--- config.mk ---
export PLATFORM = sky130hd
export DESIGN_NAME = interval_timer_flat
export DESIGN_NICKNAME = d
export VERILOG_FILES = /design/src/rtl/interval_timer_if.sv /design/src/rtl/interval_timer.sv /design/src/flat_wrapper.sv
export SDC_FILE = /design/constraint.sdc
export NUM_CORES = 1
export LEC_CHECK = 0
export CORE_MARGIN = 5
export CORE_UTILIZATION = 30
export DETAILED_ROUTE_END_ITERATION = 16
export SKIP_CTS_REPAIR_TIMING = 1
export SYNTH_ARGS = -nofsm -noshare
export SYNTH_HDL_FRONTEND = slang
export SYNTH_SLANG_ARGS = --single-unit
--- constraint.sdc ---
create_clock -name clk -period 1.51 [get_ports clk]
set_input_delay 0.453 -clock clk [delete_from_list [all_inputs] [get_ports clk]]
set_output_delay 0.453 -clock clk [all_outputs]
set_load 0.05 [all_outputs]
--- src/rtl/interval_timer_if.sv ---
// Start/expire handshake between the traffic FSM (master) and the interval timer (slave).
// start_timer is a 1-cycle request; expired and sec_tick are 1-cycle pulses; busy/remaining are levels.
interface interval_timer_if #(
   parameter int TIME_W = 4
);
   logic              start_timer;
   logic [TIME_W-1:0] time_value;
   logic              expired;
   logic              busy;
   logic [TIME_W-1:0] remaining;
   logic              sec_tick;

   modport master (
      output start_timer, time_value,
      input  expired, busy, remaining, sec_tick
   );

   modport slave (
      input  start_timer, time_value,
      output expired, busy, remaining, sec_tick
   );
endinterface

--- src/rtl/interval_timer.sv ---
// Seconds countdown timer: latches time_value on start_timer, ticks every CLKS_PER_SEC clocks,
// and pulses expired once when the interval runs out. All outputs are registered.
module interval_timer #(
   parameter int CLKS_PER_SEC = 4,
   parameter int TIME_W       = 4
) (
   input  logic            clk,
   input  logic            global_reset,
   interval_timer_if.slave bus,
   output logic            o_dbg_state
);
   localparam int PW = (CLKS_PER_SEC > 1) ? $clog2(CLKS_PER_SEC) : 1;
   localparam logic [PW-1:0] LAST_PRESC = PW'(CLKS_PER_SEC - 1);

   typedef enum logic [0:0] {S_IDLE, S_COUNT} state_t;

   state_t            r_state;
   logic [PW-1:0]     r_presc;
   logic [TIME_W-1:0] r_remaining;
   logic              r_expired;
   logic              r_sec_tick;

   state_t            w_state_nxt;
   logic [PW-1:0]     w_presc_nxt;
   logic [TIME_W-1:0] w_rem_nxt;
   logic              w_exp_nxt;
   logic              w_tick_nxt;

   always_ff @(posedge clk) begin
      if (global_reset) begin
         r_state     <= S_IDLE;
         r_presc     <= '0;
         r_remaining <= '0;
         r_expired   <= 1'b0;
         r_sec_tick  <= 1'b0;
      end else begin
         r_state     <= w_state_nxt;
         r_presc     <= w_presc_nxt;
         r_remaining <= w_rem_nxt;
         r_expired   <= w_exp_nxt;
         r_sec_tick  <= w_tick_nxt;
      end
   end

   // A start request preempts everything, including a final tick on the same edge.
   always_comb begin
      w_state_nxt = r_state;
      w_presc_nxt = r_presc;
      w_rem_nxt   = r_remaining;
      w_exp_nxt   = 1'b0;
      w_tick_nxt  = 1'b0;
      if (bus.start_timer) begin
         w_presc_nxt = '0;
         w_rem_nxt   = bus.time_value;
         if (bus.time_value != '0) begin
            w_state_nxt = S_COUNT;
         end else begin
            w_state_nxt = S_IDLE;
            w_exp_nxt   = 1'b1;
         end
      end else begin
         case (r_state)
            S_IDLE: begin
               w_presc_nxt = '0;
            end
            S_COUNT: begin
               if (r_presc == LAST_PRESC) begin
                  w_presc_nxt = '0;
                  w_tick_nxt  = 1'b1;
                  w_rem_nxt   = r_remaining - TIME_W'(1);
                  if (r_remaining == TIME_W'(1)) begin
                     w_exp_nxt   = 1'b1;
                     w_state_nxt = S_IDLE;
                  end
               end else begin
                  w_presc_nxt = r_presc + PW'(1);
               end
            end
            default: begin
               w_state_nxt = S_IDLE;
            end
         endcase
      end
   end

   assign bus.expired   = r_expired;
   assign bus.busy      = (r_state == S_COUNT);
   assign bus.remaining = r_remaining;
   assign bus.sec_tick  = r_sec_tick;
   assign o_dbg_state   = (r_state == S_COUNT);
endmodule

--- src/flat_wrapper.sv ---
// flat-port wrapper written by rule: the top's interface ports become plain ports
module interval_timer_flat 
#(
   parameter int CLKS_PER_SEC = 4,
   parameter int TIME_W       = 4
)
  (clk, global_reset, o_dbg_state, bus_start_timer, bus_time_value, bus_expired, bus_busy, bus_remaining, bus_sec_tick);
  interval_timer_if #(.TIME_W(TIME_W)) bus_i ();
  input  logic clk;
  input  logic global_reset;
  output logic o_dbg_state;
  input wire logic [$bits(bus_i.start_timer)-1:0] bus_start_timer;
  input wire logic [$bits(bus_i.time_value)-1:0] bus_time_value;
  output wire logic [$bits(bus_i.expired)-1:0] bus_expired;
  output wire logic [$bits(bus_i.busy)-1:0] bus_busy;
  output wire logic [$bits(bus_i.remaining)-1:0] bus_remaining;
  output wire logic [$bits(bus_i.sec_tick)-1:0] bus_sec_tick;
  assign bus_i.start_timer = bus_start_timer;
  assign bus_i.time_value = bus_time_value;
  assign bus_expired = bus_i.expired;
  assign bus_busy = bus_i.busy;
  assign bus_remaining = bus_i.remaining;
  assign bus_sec_tick = bus_i.sec_tick;
  interval_timer #(.CLKS_PER_SEC(CLKS_PER_SEC), .TIME_W(TIME_W)) u_core (.clk(clk), .global_reset(global_reset), .bus(bus_i), .o_dbg_state(o_dbg_state));
endmodule
==> impl_metrics.yaml <==
route:
  highest-signal-layer: "met4"
  drc: 0
  routed_via_density: 4.720
  routed-wl-met3_um: 42
  wl_per_cell_um: 11.91
  wl_met2_um: 449
  ant_nets: 0
  finalWirelength_um: 977
  drt_first_pass_iters: 3
  vias: 387
  first_iter_violations: 3
  wl_met1_um: 471
synthesis:
  synthMostInstantiatedCell: "dfxtp_1"
  synth.area.mux_share_pct: 0
  ys_ff_latch: 9
  synth_ff_type: "dfxtp_1"
  synth_seq_area_share_pct: 42.86
  synthArstFlopShare_pct: 0
  synth.area.top_cells: "dfxtp_1 (43%), ha_1 (8.9%), a21oi_1 (4.8%)"
  synth_edf_count: 0
  yosys.area_share.simple_pct: 23.81
  synthXorXnorAreaFrac_pct: 4.167
  synth.top_cell.area_share_pct: 42.86
  synthAdderAreaFrac_pct: 8.929
  ys_types: 23
  synth-compound-area-share_pct: 14.58
  syn_area_per_cell_um2: 9.342
  syn_inst: 45
  synth_warnings: 0
  synth_fp_nets: 55
  synth_common_cells: "dfxtp_1 (9), a21oi_1 (4)"
  yosys.area.top_type: "dfxtp_1"
  synth_top_family_by_area: "simple AND/OR/NAND/NOR gates"
  syn-cell-area_um2: 420.4
floorplan:
  ios: 15
  start_util_pct: 31.91
  fp.coreArea_um2: 1318
  die_h_um: 47.44
  rows: 13
  die_x_um: 47.44
  dieArea_um2: 2250
timing:
  fin_hold_ws_ns: 0.4278
  rsz0062_at_grt: "no"
  finalWorstSetupSlack_ns: 0.1215
  fin_skew_ns: 0.01053
  fin_crit_sh_pct: 91.96
  min_period_ns: 1.389
  max_freq_mhz: 720.2
  slew_violations: 0
  setup_viol: 0
  max_slew.worst_pin.slew_ns: 0.3782
  final_hold_viol_count: 0
  relSlewSlack_pct: 74.55
  tns_ns: 0
place:
  dp.cells: 78
  dp_slack_ns: -0.1271
  dp_hpwl_um: 829.2
  gp_congestion: 0.7421
  io_buffers: 14
clock_tree:
  cts.sinks: 9
  cts-htree-levels: 1
  cts_buffer_depth: 2
  cts-root-buf: "clkbuf_4"
  cts_tree: "built"
  path_clk_slew_ns: 0.07
  cts_buffers: 3
  clock_latency_ns: 0.26
global_routing:
  grt_remaining_overflow: 0
  grt_pass1_vias: 387
  antenna_found_initial: 0
  grt_max_degree: 10
  grt_usage_pct: 11.21
  grt_pass1_wl_um: 1738
final_layout:
  finalCoreUtilization_pct: 54.70
  seq_area_um2: 182.7
  multi_input_area_um2: 216.5
  syn_to_final_growth_pct: 71.43
  final_layout_size_suffix_gt1_share_pct: 29.85
  nets: 78
  n_fill_cell: 118
  stdcell_count: 82
  antenna_cells: 0
worst_setup_path:
  crit_fanout: 6
  path_class: "register to output pin"
  start_kind: "register"
  worstPathRequired_ns: 1.06
  end_kind: "output pin"
  worstPathArrival_ns: 0.94
outcome:
  outcome: "finished, final reports clean"
power_and_ir_drop:
  ir_worst_vdd_uv: 508.9
  power_density_nw_per_um2: 833.4
  p_leak_nw: 0.2888
run:
  drv_cap: 0
min_path:
  hold_class: "register to register"
-- worst max-delay path, cell delays in order, from the launching register on --
cell and delay (ns):
dfxtp_2 0.37, buf_4 0.17, buf_12 0.14
-- power breakdown --
| part | switching [mW] | internal, mW | leakage, nW |
|---|---|---|---|
| Combinational | 0.0743 | 0.0804 | 0.199 |
| Sequential | 0.0128 | 0.249 | 0.0744 |
| Clock | 0.0826 | 0.102 | 0.0150 |
-- per-stage QoR --
step | area [um2] | power (mW)
floorplan | 422.9 | 0.3372
global placement | 694.4 | 0.4223
detailed placement | 694.4 | 0.4232
CTS | 720.7 | 0.6069
global route | 720.7 | 0.6290
finish | 720.7 | 0.6007
-- path summary, 6_finish.rpt --
| check | from | cells past startpoint | slack, ns | end |
|---|---|---|---|---|
| setup reg to reg | u_core.bus.remaining[2] | 3 | 0.13 | u_core.bus.remaining[3] |
| setup / recovery | u_core.bus.busy | 2 | 0.12 | o_dbg_state |
| hold reg to reg | u_core.r_presc[0] | 1 | 0.43 | u_core.r_presc[0] |
| hold / removal | u_core.r_presc[0] | 1 | 0.43 | u_core.r_presc[0] |
-- metal layers --
layer  vias to the layer above  GRT usage (%)
met1                       170          15.65
li1                        206              -
met4                         0          4.972
met2                         9          16.58
met5                         -              0
met3                         2          2.256
-- cells by family after synthesis --
logic type | Yosys count
buf+inv | 5
compound gates | 9
fa+ha+maj | 3
flops | 9
simple gates | 17
xor+xnor | 2
-- layout by cell type, fill, tap and decap left out, drive strengths merged, types with 2 or more instances in the layout --
cell type / instances
buf: 14
ha: 3
or3: 2
nor4: 2
clkbuf: 4
clkdlybuf4s50: 6
nor2: 3
nand2: 2
dfxtp: 9
inv: 3
nand2b: 3
a21oi: 4
-- sequential cells by signal, summed over array words and instances, names as in the netlist --
register              flops
u_core.bus.busy           1
u_core.bus.expired        1
u_core.bus.remaining      4
u_core.bus.sec_tick       1
u_core.r_presc            2
-- final cells by class --
cell class                      instances  share of cell area [%]
Clock buffer                            4                   3.646
Timing Repair Buffer                   20                   36.81
Tap cell                               15                   2.604
Sequential cell                         9                   25.35
Inverter                                3                   1.563
Multi-Input combinational cell         31                   30.03
Power figures use the tool's default switching activity.
==> patch (config.mk and constraints unchanged) <==
`TIME_W` is set to 4 in 3 places; all go to 6.
--- a/src/rtl/interval_timer_if.sv
+++ b/src/rtl/interval_timer_if.sv
@@ -3,3 +3,3 @@
 interface interval_timer_if #(
-   parameter int TIME_W = 4
+   parameter int TIME_W = 6
 );
--- a/src/rtl/interval_timer.sv
+++ b/src/rtl/interval_timer.sv
@@ -4,3 +4,3 @@
    parameter int CLKS_PER_SEC = 4,
-   parameter int TIME_W       = 4
+   parameter int TIME_W       = 6
 ) (
--- a/src/flat_wrapper.sv
+++ b/src/flat_wrapper.sv
@@ -4,3 +4,3 @@
    parameter int CLKS_PER_SEC = 4,
-   parameter int TIME_W       = 4
+   parameter int TIME_W       = 6
 )
Interface: changed (resized bus_remaining and bus_time_value); port bits go from 15 to 19. The function was not compared with the original's and may differ.
==> patch against the original RTL <==
Cell area up 32%; sequential cell count increased by 2; via count up 49%; total power grew 23%; clock power is 11% higher; worst setup slack got worse by 66 ps; routed wire length rose by 47%; combinational power grew 35%; worst hold slack worse by 7.8 ps; synthesized area increased by 36%.
==> patch: results (changes against the original RTL) <==
[placement]
pre_cts_slack_ps=-195.7  ; -68.57 ps
gp_congestion=0.7873  ; +6.1%
place_hpwl_mm=1.134  ; +37%
io_buffers=18  ; +4
dpl_cell_area_sq_um=905.9  ; +30%

[run_status]
status=completed

[route]
vias=576  ; +49%
wl_mm=1.437  ; +47%
drtIter0Drc=11  ; +8
viasPerCell=4.923  ; +4.3%
drt_first_pass_iters=4  ; +1

[cells_and_area]
drive_above_1_share_pct=26.09  ; -3.8 points
final_nets=105  ; +35%
finalInstanceArea_sq_um=948.4  ; +32%
fillerInstances=168  ; +42%
antenna_cells=0  ; unchanged
largest_reg_flops=6  ; +2

[timing]
tightest_slew_ps=342.6  ; -35.66 ps
skew_ps=2.370  ; -8.164 ps
hold_violations=0  ; unchanged

[yosys]
ys_warn_count=0  ; unchanged
synth_seq_area_share_pct=38.51  ; -4.3 points
synthTopCellsByArea=dfxtp_1, ha_1, xnor2_1
synth_common_cells=dfxtp_1, nand2_1, nor2_1
syn_nets=78  ; +42%
syn_area_per_cell_sq_um=8.664  ; -7.3%
synth_cell_type_count=30  ; +30%
synthAdderAreaFrac_pct=6.565  ; -2.4 points
synth-xor-area-share_pct=6.127  ; +2.0 points
synth-compound-area-share_pct=18.16  ; +3.6 points

[worst_setup_path]
crit_fanout=8  ; +2
cp_slowest_cell=clkdlybuf4s50_1
rr_startpoint=u_core.bus.remaining[4]$_SDFFE_PP0P_
cpPeakStageDelay_ps=520  ; +150 ps
cp_data_arrival_time_ps=1650  ; +710 ps
r2r-end=u_core.bus.busy$_SDFF_PP0_
cp_top_family=buffers and inverters

[cts]
cts_inserted_buffers=3  ; unchanged
cts_root_buf=clkbuf_4

[power]
power.leakage_nw=0.3786  ; +31%
internal-power_w=0.0005161  ; +20%

[grt]
grt_pass1_wl_mm=2.332  ; +34%
grt_usage_pct=11.18  ; -0.032 points
grt_pass1_vias=525  ; +36%

[patch: layout make-up]
class	count	share of cell area [%]
multi-input combinational	48	33.64
timing repair buffer	25	35.09
tap	25	3.298
clock buffer	4	2.770
sequential	11	23.61
inverter	4	1.583
[patch: how the worst max path moves through the flow]
stage / slack (ps) / start / cells after the start / to
final: 50 / bus_start_timer / 6 / u_core.bus.remaining[5]$_SDFFE_PP0P_
after global placement: -170 / bus_start_timer / 6 / u_core.bus.remaining[5]$_SDFFE_PP0P_
after global routing: -9 / bus_start_timer / 6 / u_core.bus.remaining[5]$_SDFFE_PP0P_
after floorplan: 30 / u_core.bus.busy$_SDFF_PP0_ / 5 / u_core.bus.remaining[5]$_SDFFE_PP0P_
after CTS: 40 / u_core.bus.busy$_SDFF_PP0_ / 1 / o_dbg_state
after detailed placement: -200 / bus_start_timer / 6 / u_core.bus.remaining[5]$_SDFFE_PP0P_
[patch: power by group through the flow]
stage | registers, W | clock network (W) | logic, W
after global placement | 0.000334 | 0 | 0.000205
after floorplan | 0.000366 | 0 | 0.0000675
after global routing | 0.000331 | 0.000220 | 0.000221
after CTS | 0.000328 | 0.000206 | 0.000206
final | 0.000328 | 0.000204 | 0.000209
after detailed placement | 0.000334 | 0 | 0.000205
[patch: cell families after synthesis]
| logic type | count (synthesis) |
|---|---|
| buf+inv | 7 |
| compound gates | 15 |
| fa+ha+maj | 3 |
| simple gates | 26 |
| xor+xnor | 4 |
| flops | 11 |
[patch: through the flow]
step,setup TNS (ps),hold slack (ps)
after floorplan,0,395.8
after global placement,-884.0,404.0
after detailed placement,-1071,412.7
after CTS,0,424.8
after global routing,-9.468,460.4
final,0,420.0
[patch: per-layer routing]
| layer | GRT usage (%) | part of all wire (%) | vias to the layer above |
|---|---|---|---|
| met5 | 0 | 0 | - |
| met4 | 7.660 | 2.5 | 0 |
| met3 | 0.8310 | 4.2 | 4 |
| met2 | 17.55 | 46 | 17 |
| met1 | 14.48 | 47 | 262 |
| li1 | - | - | 293 |
